### src/rtl/pc_gen.sv
// Fetch program-counter generator.
// Holds the fetch PC and advances it by INSTR_BYTES each unstalled cycle.
// Accepts branch and trap redirects. A redirect that arrives while fetch is
// stalled is parked and applied on the first unstalled cycle. Misaligned
// branch targets are flagged, and every redirect-sourced load produces a
// one-cycle pulse for downstream flush logic.
module pc_gen #(
  parameter int                    PC_WIDTH     = 64,
  parameter logic [PC_WIDTH-1:0]   RESET_VECTOR = '0,
  parameter int                    INSTR_BYTES  = 4,
  parameter int                    ALIGN_BITS   = 2
) (
  input  logic                clk,
  input  logic                rst,
  input  logic                stall,
  input  logic                br_taken,
  input  logic [PC_WIDTH-1:0] br_target,
  input  logic                trap,
  input  logic [PC_WIDTH-1:0] trap_vector,
  output logic [PC_WIDTH-1:0] pc_out,
  output logic [PC_WIDTH-1:0] pc_plus,
  output logic                redirect_pending,
  output logic                redirected,
  output logic                br_misaligned
);

  typedef enum logic [1:0] {
    RUN       = 2'd0,
    HOLD_BR   = 2'd1,
    HOLD_TRAP = 2'd2
  } pend_state_t;

  // Low-bit mask covering the bits that must be zero in a legal target.
  localparam logic [PC_WIDTH-1:0] ALIGN_MASK =
    (PC_WIDTH'(1) << ALIGN_BITS) - PC_WIDTH'(1);
  localparam logic [PC_WIDTH-1:0] STEP = PC_WIDTH'(INSTR_BYTES);

  // Clears the alignment bits of an address.
  function automatic logic [PC_WIDTH-1:0] align_down(input logic [PC_WIDTH-1:0] a);
    return a & ~ALIGN_MASK;
  endfunction

  // True when the alignment bits of an address are all zero.
  function automatic logic is_aligned(input logic [PC_WIDTH-1:0] a);
    return (a & ALIGN_MASK) == '0;
  endfunction

  pend_state_t         state, state_nxt;
  logic [PC_WIDTH-1:0] pend_addr, pend_addr_nxt;
  logic [PC_WIDTH-1:0] pc_nxt;
  logic                redirected_nxt;
  logic                br_legal;
  logic                br_bad;
  logic [PC_WIDTH-1:0] trap_addr;

  assign br_legal  = br_taken && is_aligned(br_target);
  assign br_bad    = br_taken && !is_aligned(br_target);
  assign trap_addr = align_down(trap_vector);
  assign pc_plus   = pc_out + STEP;
  assign redirect_pending = (state != RUN);

  // Next PC, parking decision and redirect pulse for this cycle.
  always_comb begin
    state_nxt      = state;
    pend_addr_nxt  = pend_addr;
    pc_nxt         = pc_out;
    redirected_nxt = 1'b0;
    if (stall) begin
      // A trap always claims the park slot; a branch cannot displace a trap.
      if (trap) begin
        state_nxt     = HOLD_TRAP;
        pend_addr_nxt = trap_addr;
      end else if (br_legal && (state != HOLD_TRAP)) begin
        state_nxt     = HOLD_BR;
        pend_addr_nxt = br_target;
      end
    end else begin
      state_nxt      = RUN;
      redirected_nxt = 1'b1;
      if (trap) begin
        pc_nxt = trap_addr;
      end else if (state == HOLD_TRAP) begin
        pc_nxt = pend_addr;
      end else if (br_legal) begin
        pc_nxt = br_target;
      end else if (state == HOLD_BR) begin
        pc_nxt = pend_addr;
      end else begin
        pc_nxt         = pc_plus;
        redirected_nxt = 1'b0;
      end
    end
  end

  // State, parked address, PC and status pulses; async reset discards any park.
  always_ff @(posedge clk or posedge rst) begin
    if (rst) begin
      state         <= RUN;
      pend_addr     <= '0;
      pc_out        <= RESET_VECTOR;
      redirected    <= 1'b0;
      br_misaligned <= 1'b0;
    end else begin
      state         <= state_nxt;
      pend_addr     <= pend_addr_nxt;
      pc_out        <= pc_nxt;
      redirected    <= redirected_nxt;
      br_misaligned <= br_bad;
    end
  end

endmodule
### config.mk
export PLATFORM = sky130hd
export DESIGN_NAME = pc_gen
export DESIGN_NICKNAME = d
export VERILOG_FILES = /design/src/rtl/pc_gen.sv
export SDC_FILE = /design/constraint.sdc
export NUM_CORES = 1
export LEC_CHECK = 0
export ABC_AREA = 1
export BUFFER_PORTS_ARGS = -buffer_cell sky130_fd_sc_hd__clkbuf_2
export CAP_MARGIN = 0
export CORE_UTILIZATION = 50
export CTS_CLUSTER_SIZE = 30
export DETAILED_ROUTE_END_ITERATION = 8
export PLACE_DENSITY = 0.77
export SYNTH_ARGS = -nofsm -noshare
export SYNTH_HDL_FRONTEND = slang
export SYNTH_SLANG_ARGS = --single-unit
### constraint.sdc
create_clock -name clk -period 4.66 [get_ports clk]
set_clock_uncertainty 0.1 [all_clocks]
set_input_delay 0.233 -clock clk [delete_from_list [all_inputs] [get_ports clk]]
set_output_delay 0.233 -clock clk [all_outputs]
set_load 0.01 [all_outputs]
; After elaboration in Yosys (flattened, before gate mapping)
; Index checks and enable logic that the tools add are counted.
[totals]
register_bits = 132
in_bits = 133
out_inout_bits = 131
elab_cells = 32
[op_classes]
add_sub_neg = 1
eq_ne = 4
n_mux = 14
n_reduce_logical = 8
[ops]
columns = cell, n
row1 = $mux 64, 6
row2 = $add 64x3->64 const B, 1
row3 = $logic_not 64->1, 1
row4 = $mux 2, 3
row5 = $mux 1, 5
row6 = $reduce_bool 2->1, 2
row7 = $logic_and 1x1->1, 3
row8 = $ne 3x1->1 const B, 1
row9 = $eq 2x1->1 const B, 1
row10 = $eq 2x2->1 const B, 1
row11 = $ne 2x2->1 const B, 1
row12 = $reduce_and 2->1, 1
row13 = $logic_not 1->1, 1

; Longest topological paths before layout
[logic_depth]
depth_word = 6
ltp_mapped = 13
mapped_depth_nobuf = 13

; Worst setup path after synthesis
; No wires, ideal clock.
[synth_path]
path_kind = reg2reg
start = register pc_out[3]
end = register pc_out[32]
setup_time_ps = 71
arrival_time_ps = 1741
t_required_ps = 4489
setup_slack_ps = 2747
path_stages_with_launch = 12
path_buffers = 0
period_less_slack_ps = 1913
cell_sequence = dfrtp_1 -> ha_1 -> nand2_2 -> nor2_4 -> nand2_4 -> nor2_4 -> nand2_1 -> xnor2_1 -> nand2_1 -> nand2_1 -> a21oi_1 -> nor2_1
[synth_via]
elab_chain_len = 5
[synth_lines]
columns = item, line
row1 = "start, declared", 20  ; output logic [PC_WIDTH-1:0] pc_out,
row2 = "start signal, assigned", 106  ; pc_out <= pc_nxt;
row3 = $add 64x3->64, 59  ; assign pc_plus = pc_out + STEP;
row4 = named net pc_plus[32], 21  ; output logic [PC_WIDTH-1:0] pc_plus,
row5 = $mux 64, 86  ; end else if (state == HOLD_BR) begin
row6 = $mux 64, 84  ; end else if (br_legal) begin
row7 = $mux 64, 82  ; end else if (state == HOLD_TRAP) begin
row8 = $mux 64, 80  ; if (trap) begin
; The timed path passes the listed nets, and every way through them passes these cells.
; A chain may end at the register's enable or synchronous reset.

; Worst setup path in the final report
[layout_path]
start = input port br_taken
end = register pend_addr[39]
[layout_via]
elab_chain_len = 4
[layout_lines]
columns = item, line
row1 = "start, declared", 16  ; input logic br_taken,
row2 = $logic_and 1x1->1, 56  ; assign br_legal = br_taken && is_aligned(br_target);
row3 = $logic_and 1x1->1, 73  ; end else if (br_legal && (state != HOLD_TRAP)) begin
row4 = $reduce_bool 2->1 (no source line), --
row5 = $reduce_and 2->1 (no source line), --
row6 = "end signal, assigned", 105  ; pend_addr <= pend_addr_nxt;
row7 = "end, declared", 49  ; logic [PC_WIDTH-1:0] pend_addr, pend_addr_nxt;
; No other way between the ends.

==> results.txt <==
Ys flop type: dfrtp_1
Postcts setup bufs: 0
Post-synth cell types: 37
Initial Utilization: 50.91%
Max frequency: 0.2689 GHz
CTS buffer count: 17
Worst slew margin: 30.89%
Hold Path Stages: 3
Placed Cells: 1,894
First-pass GRT wire length: 54,810 um
Largest net degree at the start of global routing: 104
Fillers: 1,664
H-Tree Depth: 4
Footprint of the multi-input gates: 0.005365 mm^2
RSZ-0062 raised after global routing: no
Setup Viol. Count Final: 0
Post-DRT Antenna Nets: 0
Worst r2r path cells: 11
Die footprint: 0.01954 mm^2
TritonRoute pass-1 iters: 6
Highest fanout seen on the critical path: 70
Yosys top cell area share: 34.81%
Status: completed
Vias per cell: 5.634
Pwr Total: 4.217 mW
Leak: 6.199 nW
Xor/xnor share of the synthesized area: 3.349%
Largest cells by area after synthesis: dfrtp_1 (35%), nand2_1 (17%), nor2_1 (11%)
CP startpoint kind: primary input
FF+latch count, synth: 132
Sequential cell area: 0.003303 mm^2
PortBufs: 261
Arr. time, crit path: 3.98 ns
Final std cells w/o fill: 2,012
Clock slew at reported path FFs: 0.06 ns
Bufs on Longest Clock Path: 2
Yosys warns: 0
Fraction of synthesized area in multiplexers: 0%
Placer congestion estimate: 0.9491
Congestion Overflow GR: 0
Aggregate negative setup slack: 0 ns
Post-synth ARST share: 100.0%
Post-Synth Adder-Cell Area: 0.5274%
ANT cells: 0
Die Ht: 139.8 um
Commonest cells in the netlist: nand2_1 (431), nor2_1 (271), dfrtp_1 (132)
Synth Instances: 1,461
Post-synth EDFFs: 0
Initial antenna violation count: 0
Core ar.: 0.01864 mm^2
Post-CTS Hold Buffers: 86
Avg Cell Area, Syn: 6.496 um^2
DRC errors left: 0
WS Path Type: primary input to flop
TritonCTS clock tree: done
Critical Path Sink Type: flop
Layout cells sized above 1: 19.91%
Clk root buf: clkbuf_16
Netlist Area Pre-Place: 0.009490 mm^2
Cell taking the most area after synthesis: dfrtp_1
Hold Crit Class: primary input to flop
Simple-Gate Fraction of Synth Area: 33.62%
Part of the Yosys area used for sequential elements: 34.81%
Post-CTS resize count: 0
Min cycle time layout: 3.719 ns
Vias: 11,340
Routed WL per cell: 17.44 um
Top-count cell post-synth: nand2_1
VDD IR-drop max: 0.2384 mV
Total Routed Length: 35,090 um
Clock sinks: 132
Final hold violation count: 0
Row count: 50
Least-Margin Pin Slew: 1.037 ns
Max-slew violation count: 0
Largest family of logic cells by synthesized area: simple AND/OR/NAND/NOR gates
GR Util All Layers: 35.91%
Max_cap viols: 0
Area Growth Syn to Fin: 30.76%
Vias in the first global route: 10,530
I/O Pins: 264
Final period utilization: 79.81%
Compound-Gate Fraction of Synth Area: 18.96%
Dpl hpwl: 23,400 um
Clock latency on the worst-skew pair: 0.43 ns
Die span in x: 139.8 um
Power Density: 339.8 mW/mm^2
Net Count, Synth: 1,598
DRT iter0 DRCs: 1,137
Final net count: 1,902
Required time of the critical path: 4.92 ns
==> worst max-delay path: stages <==
cell and delay (ns):
dlygate4sd3_1 0.53, clkbuf_2 0.11, nand2_1 0.15, inv_2 0.65, nand2_1 0.10, buf_4 0.27, a21oi_4 0.65, buf_12 0.34
nor2_1 0.10, a31oi_1 0.17, dlygate4sd3_1 0.57
==> worst paths after layout <==
check / from / to / slack [ns]
worst max-delay path: br_taken / pend_addr[39] / 0.94
worst min-delay path: trap_vector[6] / pc_out[6] / 0.009
worst max register to register: state[0] / pend_addr[39] / 1.08
worst min register to register: pend_addr[1] / pend_addr[1] / 0.39
max in group asynchronous: rst / pc_out[51] / 2.90
min in group asynchronous: rst / pc_out[7] / 0.40
==> per-layer routing <==
metal  track usage, %  share of wire, %
met1            47.90                41
met2            57.11                46
met3            5.643               9.4
met4            17.00               3.8
met5                0                 0
==> layout by cell type (no fill, tap or decap), types with 4 or more instances in the layout <==
cell	instances
nand2_1	431
nor2_1	271
clkbuf_2	260
dfrtp_1	132
inv_1	127
a21oi_1	91
dlygate4sd3_1	86
o21ai_0	59
a31oi_1	47
a221oi_1	37
nand3_1	29
xor2_1	22
clkbuf_16	17
buf_4	17
o22ai_1	16
o21ai_1	13
nand4_1	12
nor2_2	11
and2_1	11
nand2_2	9
o21bai_1	8
a22oi_1	6
nor2_4	5
xnor2_2	5
xnor2_1	5
o221ai_1	5
nand2_4	4
inv_2	4
ha_1	4
bufinv_16	4
==> per-stage QoR <==
step / utilization [%] / hold WS [ns] / setup WS [ns] / cell area, um^2
CTS: 66.56 / 0.003399 / 1.059 / 12410
global placement: 58.54 / 0.3431 / 1.598 / 10910
finish: 66.56 / 0.008861 / 0.9408 / 12410
floorplan: - / 0.2392 / 0.8010 / 9490
global route: 66.56 / 0.03936 / 0.7241 / 12410
detailed placement: 58.54 / 0.3444 / 1.517 / 10910
==> area by class of cell <==
class	instances	share of cell area (%)
Sequential cell	132	26.62
Clock buffer	20	3.680
Multi-Input combinational cell	1117	43.23
Clock inverter	12	1.432
Inverter	133	4.063
Timing Repair Buffer	364	18.61
Tap cell	234	2.359
==> registers in the layout (all words and copies together), names as in the netlist <==
| register | cells |
|---|---|
| br_misaligned | 1 |
| pc_out | 64 |
| pend_addr | 64 |
| redirected | 1 |
| state | 2 |
==> power breakdown <==
group | leakage [nW] | switching [mW] | internal, mW | total (mW)
combinational | 4.36 | 0.738 | 0.505 | 1.24
sequential | 1.53 | 0.193 | 1.30 | 1.50
clock | 0.310 | 0.553 | 0.926 | 1.48
total | 6.20 | 1.48 | 2.73 | 4.22
==> cells by family after synthesis <==
family | count (synthesis)
fa+ha+maj | 4
simple gates | 785
xor+xnor | 32
flops | 132
compound gates | 296
buf+inv | 212
No activity file was read; power rests on OpenSTA's default activity.
